## config.mk

```make
export PLATFORM = sky130hd
export DESIGN_NAME = conv_pe_lb
export DESIGN_NICKNAME = d
export VERILOG_FILES = /design/src/rtl/conv_pe_lb.sv
export SDC_FILE = /design/constraint.sdc
export NUM_CORES = 2
export LEC_CHECK = 0
export ABC_CLOCK_PERIOD_IN_PS = 27900
export CAP_MARGIN = 15
export CORE_MARGIN = 4
export CORE_UTILIZATION = 65
export DETAILED_ROUTE_END_ITERATION = 7
export GPL_ROUTABILITY_DRIVEN = 1
export GPL_TIMING_DRIVEN = 1
export PLACE_DENSITY = 0.79
export SYNTH_ARGS = -nofsm -noshare
export SYNTH_HDL_FRONTEND = slang
export SYNTH_SLANG_ARGS = --single-unit
```

## constraint.sdc

```tcl
create_clock -name clk -period 27.9 [get_ports clk]
set_clock_uncertainty 0.15 [all_clocks]
set_input_delay 5.58 -clock clk [delete_from_list [all_inputs] [get_ports clk]]
set_output_delay 5.58 -clock clk [all_outputs]
set_load 0.005 [all_outputs]
```

## src/rtl/conv_pe_lb.sv

```systemverilog
// conv_pe_lb: streaming 3x3 convolution over a raster pixel stream using two line buffers.
// Result lands 3 cycles after the accepting pixel; ready is state-driven and the pipeline never stalls.
module conv_pe_lb #(
  parameter int DATA_W = 9,
  parameter int IMG_W  = 10,
  parameter int IMG_H  = 10,
  parameter int SHIFT  = 0
) (
  input  logic              clk,
  input  logic              rst,
  input  logic              start,
  input  logic              reuse_w,
  input  logic              w_valid,
  input  logic [DATA_W-1:0] w_data,
  output logic              w_ready,
  input  logic              pix_valid,
  input  logic [DATA_W-1:0] pix_data,
  output logic              pix_ready,
  output logic              out_valid,
  output logic [DATA_W-1:0] out_data,
  output logic              out_last,
  output logic              busy,
  output logic              done,
  output logic              sat_flag
);

  localparam int PW = 2 * DATA_W;
  localparam int RW = PW + 2;
  localparam int SW = PW + 4;
  localparam int CW = $clog2(IMG_W);
  localparam int HW = $clog2(IMG_H);
  localparam logic signed [SW-1:0] MAX_V = SW'((2 ** (DATA_W - 1)) - 1);
  localparam logic signed [SW-1:0] MIN_V = ~MAX_V;

  typedef enum logic [2:0] {S_IDLE, S_LOAD_W, S_RUN, S_FLUSH, S_DONE} state_t;

  state_t                    state;
  logic signed [DATA_W-1:0]  w      [0:8];
  logic [3:0]                wk;
  logic [CW-1:0]             col;
  logic [HW-1:0]             row;
  logic signed [DATA_W-1:0]  lb0    [0:IMG_W-1];
  logic signed [DATA_W-1:0]  lb1    [0:IMG_W-1];
  // The window's oldest column lives only in win_nx; the two newer columns are registered.
  logic signed [DATA_W-1:0]  win    [0:2][1:2];
  logic signed [DATA_W-1:0]  win_nx [0:2][0:2];
  logic signed [PW-1:0]      prod   [0:8];
  logic signed [RW-1:0]      rsum   [0:2];
  logic                      v1, v2, l1, l2;
  logic                      accept, launch, last_pix;
  logic signed [SW-1:0]      sum3, shifted;
  logic [DATA_W-1:0]         clamped;
  logic                      clip;

  assign accept   = (state == S_RUN) && pix_valid;
  assign last_pix = (row == HW'(IMG_H - 1)) && (col == CW'(IMG_W - 1));
  assign launch   = accept && (row >= HW'(2)) && (col >= CW'(2));

  always_comb begin
    for (int r = 0; r < 3; r++) begin
      win_nx[r][0] = win[r][1];
      win_nx[r][1] = win[r][2];
    end
    win_nx[0][2] = lb1[IMG_W-1];
    win_nx[1][2] = lb0[IMG_W-1];
    win_nx[2][2] = $signed(pix_data);
  end

  always_comb begin
    sum3    = SW'(rsum[0]) + SW'(rsum[1]) + SW'(rsum[2]);
    shifted = sum3 >>> SHIFT;
    clamped = shifted[DATA_W-1:0];
    clip    = 1'b0;
    if (shifted > MAX_V) begin
      clamped = MAX_V[DATA_W-1:0];
      clip    = 1'b1;
    end else if (shifted < MIN_V) begin
      clamped = MIN_V[DATA_W-1:0];
      clip    = 1'b1;
    end
  end

  always_ff @(posedge clk or posedge rst) begin
    if (rst) begin
      state     <= S_IDLE;
      w_ready   <= 1'b0;
      pix_ready <= 1'b0;
      busy      <= 1'b0;
      done      <= 1'b0;
      wk        <= '0;
      col       <= '0;
      row       <= '0;
      for (int i = 0; i < 9; i++) w[i] <= '0;
    end else begin
      done <= 1'b0;
      case (state)
        S_IDLE: if (start) begin
          busy <= 1'b1;
          col  <= '0;
          row  <= '0;
          wk   <= '0;
          if (reuse_w) begin
            state     <= S_RUN;
            pix_ready <= 1'b1;
          end else begin
            state   <= S_LOAD_W;
            w_ready <= 1'b1;
          end
        end
        S_LOAD_W: if (w_valid) begin
          w[wk] <= $signed(w_data);
          wk    <= wk + 4'd1;
          if (wk == 4'd8) begin
            state     <= S_RUN;
            w_ready   <= 1'b0;
            pix_ready <= 1'b1;
          end
        end
        S_RUN: if (pix_valid) begin
          if (col == CW'(IMG_W - 1)) begin
            col <= '0;
            row <= row + 1'b1;
          end else begin
            col <= col + 1'b1;
          end
          if (last_pix) begin
            state     <= S_FLUSH;
            pix_ready <= 1'b0;
          end
        end
        S_FLUSH: if (out_valid && out_last) begin
          state <= S_DONE;
          done  <= 1'b1;
        end
        S_DONE: begin
          state <= S_IDLE;
          busy  <= 1'b0;
        end
        default: begin
          state     <= S_IDLE;
          busy      <= 1'b0;
          w_ready   <= 1'b0;
          pix_ready <= 1'b0;
        end
      endcase
    end
  end

  always_ff @(posedge clk or posedge rst) begin
    if (rst) begin
      for (int i = 0; i < IMG_W; i++) begin
        lb0[i] <= '0;
        lb1[i] <= '0;
      end
      for (int r = 0; r < 3; r++) begin
        win[r][1] <= '0;
        win[r][2] <= '0;
        rsum[r]   <= '0;
      end
      for (int i = 0; i < 9; i++) prod[i] <= '0;
      v1        <= 1'b0;
      v2        <= 1'b0;
      l1        <= 1'b0;
      l2        <= 1'b0;
      out_valid <= 1'b0;
      out_last  <= 1'b0;
      out_data  <= '0;
      sat_flag  <= 1'b0;
    end else begin
      if (accept) begin
        lb0[0] <= $signed(pix_data);
        lb1[0] <= lb0[IMG_W-1];
        for (int i = 1; i < IMG_W; i++) begin
          lb0[i] <= lb0[i-1];
          lb1[i] <= lb1[i-1];
        end
        for (int r = 0; r < 3; r++) begin
          win[r][1] <= win_nx[r][1];
          win[r][2] <= win_nx[r][2];
        end
      end
      v1 <= launch;
      l1 <= launch && last_pix;
      if (launch)
        for (int i = 0; i < 9; i++) prod[i] <= PW'(w[i]) * PW'(win_nx[i/3][i%3]);
      v2 <= v1;
      l2 <= l1;
      if (v1)
        for (int r = 0; r < 3; r++)
          rsum[r] <= RW'(prod[3*r]) + RW'(prod[3*r+1]) + RW'(prod[3*r+2]);
      out_valid <= v2;
      out_last  <= l2;
      if (v2) out_data <= clamped;
      if (state == S_IDLE && start) sat_flag <= 1'b0;
      else if (v2 && clip)          sat_flag <= 1'b1;
    end
  end

endmodule

```

==> out/qor.txt <==
outcome - completed
final worst-path cycle share - 37.6%
Crit. End Element - flop
total CTS buffers - 58
largest area contributor in the netlist - fa_1
P per Cell Area - 64.8 nW/um2
post-CTS sizing - 0
num rows - 103
area grow syn2layout - 5.59%
FF+latch count, synth - 536
setup total negative slack - 0 ns
Ys Warns - 0
area of the multi-input gates - 34,600 um2
Register Area - 13,400 um2
Reg power frac - 36.0%
WP data arrival - 10.78 ns
Clk pwr share - 22.4%
final hold vios - 0
Cell variety after synth - 79
synth top area cells - fa_1, dfrtp_1, ha_1, nand2_1, inv_1
PnR worst setup slack - 17.41 ns
via count - 36,393
I/O pin total - 40
initial core utilization - 65.9%
leading cell type in the layout, fill and taps excluded - nand2_1
syn nets - 6,762
layout net count - 6,627
die height - 292 um
Clock transition at path regs - 0.06 ns
DRC errors left - 0
Setup Buffers After CTS - 0
dominant synthesized flop cell - dfrtp_1
core footprint - 79,400 um2
P_sw - 1.53 mW
min Tclk post-route - 10.49 ns
worst-margin pin slew - 1.34 ns
CP required - 28.19 ns
number of synthesized flops with an enable pin - 0
Worst Hold Class - flop to flop
pre-CTS setup slack - 16.81 ns
crit path kind - input pin to flop
Setup violations, final - 0
Max-slew headroom - 10.2%
largest net degree at the start of global routing - 254
vias per inst - 5.54
post-synth top area share - 27.1%
Max Fclk - 95.4 MHz
Peak VDD IR - 0.0597 mV
layout cells sized above 1 - 4.68%
worst skew pair latency - 0.67 ns
1st-pass router iterations - 5
post-route ant nets - 0
Overall Power - 3.58 mW
FFs w/ async S/R, synth - 100%
unrepaired setup endpoints after global routing - no
total global routing track utilization - 27.7%
total routed wirelength - 115,000 um
die width - 292 um
FILL cells - 6,032
DR iter-0 viols - 2,540
CTS Hold Bufs - 0
worst-case clock buffer depth - 3
number of global-route vias before repair - 37,799
initial antenna violation count - 9
sequential element share of the synthesized area - 25.6%
Int Power - 2.05 mW
GRT overflow - 0
die area - 85,100 um2
HPWL Detailed - 88,600 um
combinational share of power - 41.6%
Max-Cap Viols - 0
Max Slew Vio Count - 0
Synth Area per Inst - 9.33 um2
Final Wtd Congestion - 0.893
static leakage - 29.3 nW
first-pass GRT wire length - 193,000 um
cell area after synthesis - 52,300 um2
CTS tree - yes
H-tree levels - 2
CTS sink cnt - 536
Mapped Cells - 5,607
most frequent cells in the layout - nand2_1, inv_1, fa_1
Worst setup SP type - input pin
IO Port Bufs - 39
CP Max Fanout - 10
root buf cell - clkbuf_16
Sw Ratio - 42.8%
Avg WL per Cell - 17.5 um
Hold WS - 0.200 ns
## power by group through the flow
stage,Sequential (mW),Combinational (mW),Clock [mW]
global placement,1.28,1.43,0
finish,1.29,1.49,0.802
global route,1.32,1.69,0.848
CTS,1.28,1.49,0.818
detailed placement,1.29,1.48,0
floorplan,1.09,1.21,0
## critical path, stage by stage
cell,delay [ns]
clkdlybuf4s50_1,0.75
nand2_1,0.15
fa_1,0.53
fa_1,0.52
inv_1,0.04
ha_1,0.27
inv_1,0.05
fa_1,0.47
inv_1,0.04
ha_1,0.26
ha_1,0.22
fa_1,0.46
a21oi_1,0.17
o21bai_1,0.10
a21oi_1,0.15
o21bai_1,0.11
a21oi_1,0.20
o21ai_0,0.16
o41ai_1,0.34
xnor2_1,0.15
o21ai_0,0.08
## layout make-up
class / count / share of cell area [%]
clock inverter: 31 / 0.716
multi-input combinational: 3935 / 62.7
sequential: 536 / 24.3
clock buffer: 73 / 2.88
antenna: 7 / 0.0317
timing repair buffer: 57 / 1.01
tap: 1050 / 2.38
inverter: 884 / 6.02
## registers in the layout (all words and copies together), names as in the netlist, 3 cells and up
| register | cells |
|---|---|
| prod | 162 |
| w | 81 |
| lb0 | 72 |
| lb1 | 72 |
| rsum | 60 |
| win | 54 |
| out_data | 9 |
| col | 4 |
| row | 4 |
| wk | 4 |
| state | 3 |
## path summary, 6_finish.rpt
| path | from | cells past startpoint | slack, ns | end |
|---|---|---|---|---|
| max in group asynchronous | rst | 6 | 18.30 | lb1[60] |
| worst max register to register | win[1] | 20 | 21.96 | prod[35] |
| worst max-delay path | pix_data[0] | 21 | 17.41 | prod[17] |
| worst min-delay path | l1 | 0 | 0.20 | l2 |
| worst min register to register | l1 | 0 | 0.20 | l2 |
| min in group asynchronous | rst | 2 | 5.32 | prod[35] |
## metal layers
layer	vias up	track usage, %	part of all wire [%]
met5	-	0	0.021
met4	4	7.76	2.8
met3	184	4.37	6.1
met2	892	44.3	47
met1	18313	39.9	45
li1	17000	-	-
## cells in the mapped netlist, types with 4 or more instances
cell type	number
nand2_1	1249
inv_1	883
fa_1	708
dfrtp_1	536
ha_1	423
and2_1	312
clkbuf_1	221
o21ai_0	194
xnor2_1	158
nor2_1	137
mux2_2	115
a21oi_1	112
a21o_1	72
xor2_1	65
nand2b_1	57
nor3_1	54
nand3_1	45
buf_2	23
and3_1	22
o21bai_1	22
o41ai_1	20
nand4_1	14
a31oi_1	12
nor2b_1	12
or3_1	11
o211ai_1	10
nand3b_1	9
o22ai_1	9
buf_1	7
o21a_1	7
a211o_1	5
mux2i_1	5
a22o_1	4
o21ai_1	4
## cell families after synthesis
kind of cell	after synthesis	synth area share, %
AO/OA/AOI/OAI	517	6.17
multiplexers	120	2.57
adder cells (fa/ha/maj)	1131	37.2
flip-flops	536	25.6
buffers and inverters	1136	8.21
XOR/XNOR	223	3.73
AND/OR/NAND/NOR	1944	16.5
## through the flow
step | utilization, % | std cells | instance area [um2]
floorplan | - | 5607 | 52300
global placement | 67.0 | 6461 | 53200
detailed placement | 67.0 | 6461 | 53200
CTS | 69.5 | 6565 | 55200
global route | 69.6 | 6568 | 55200
finish | 69.6 | 6573 | 55300
(Power assumes the default switching activity.)
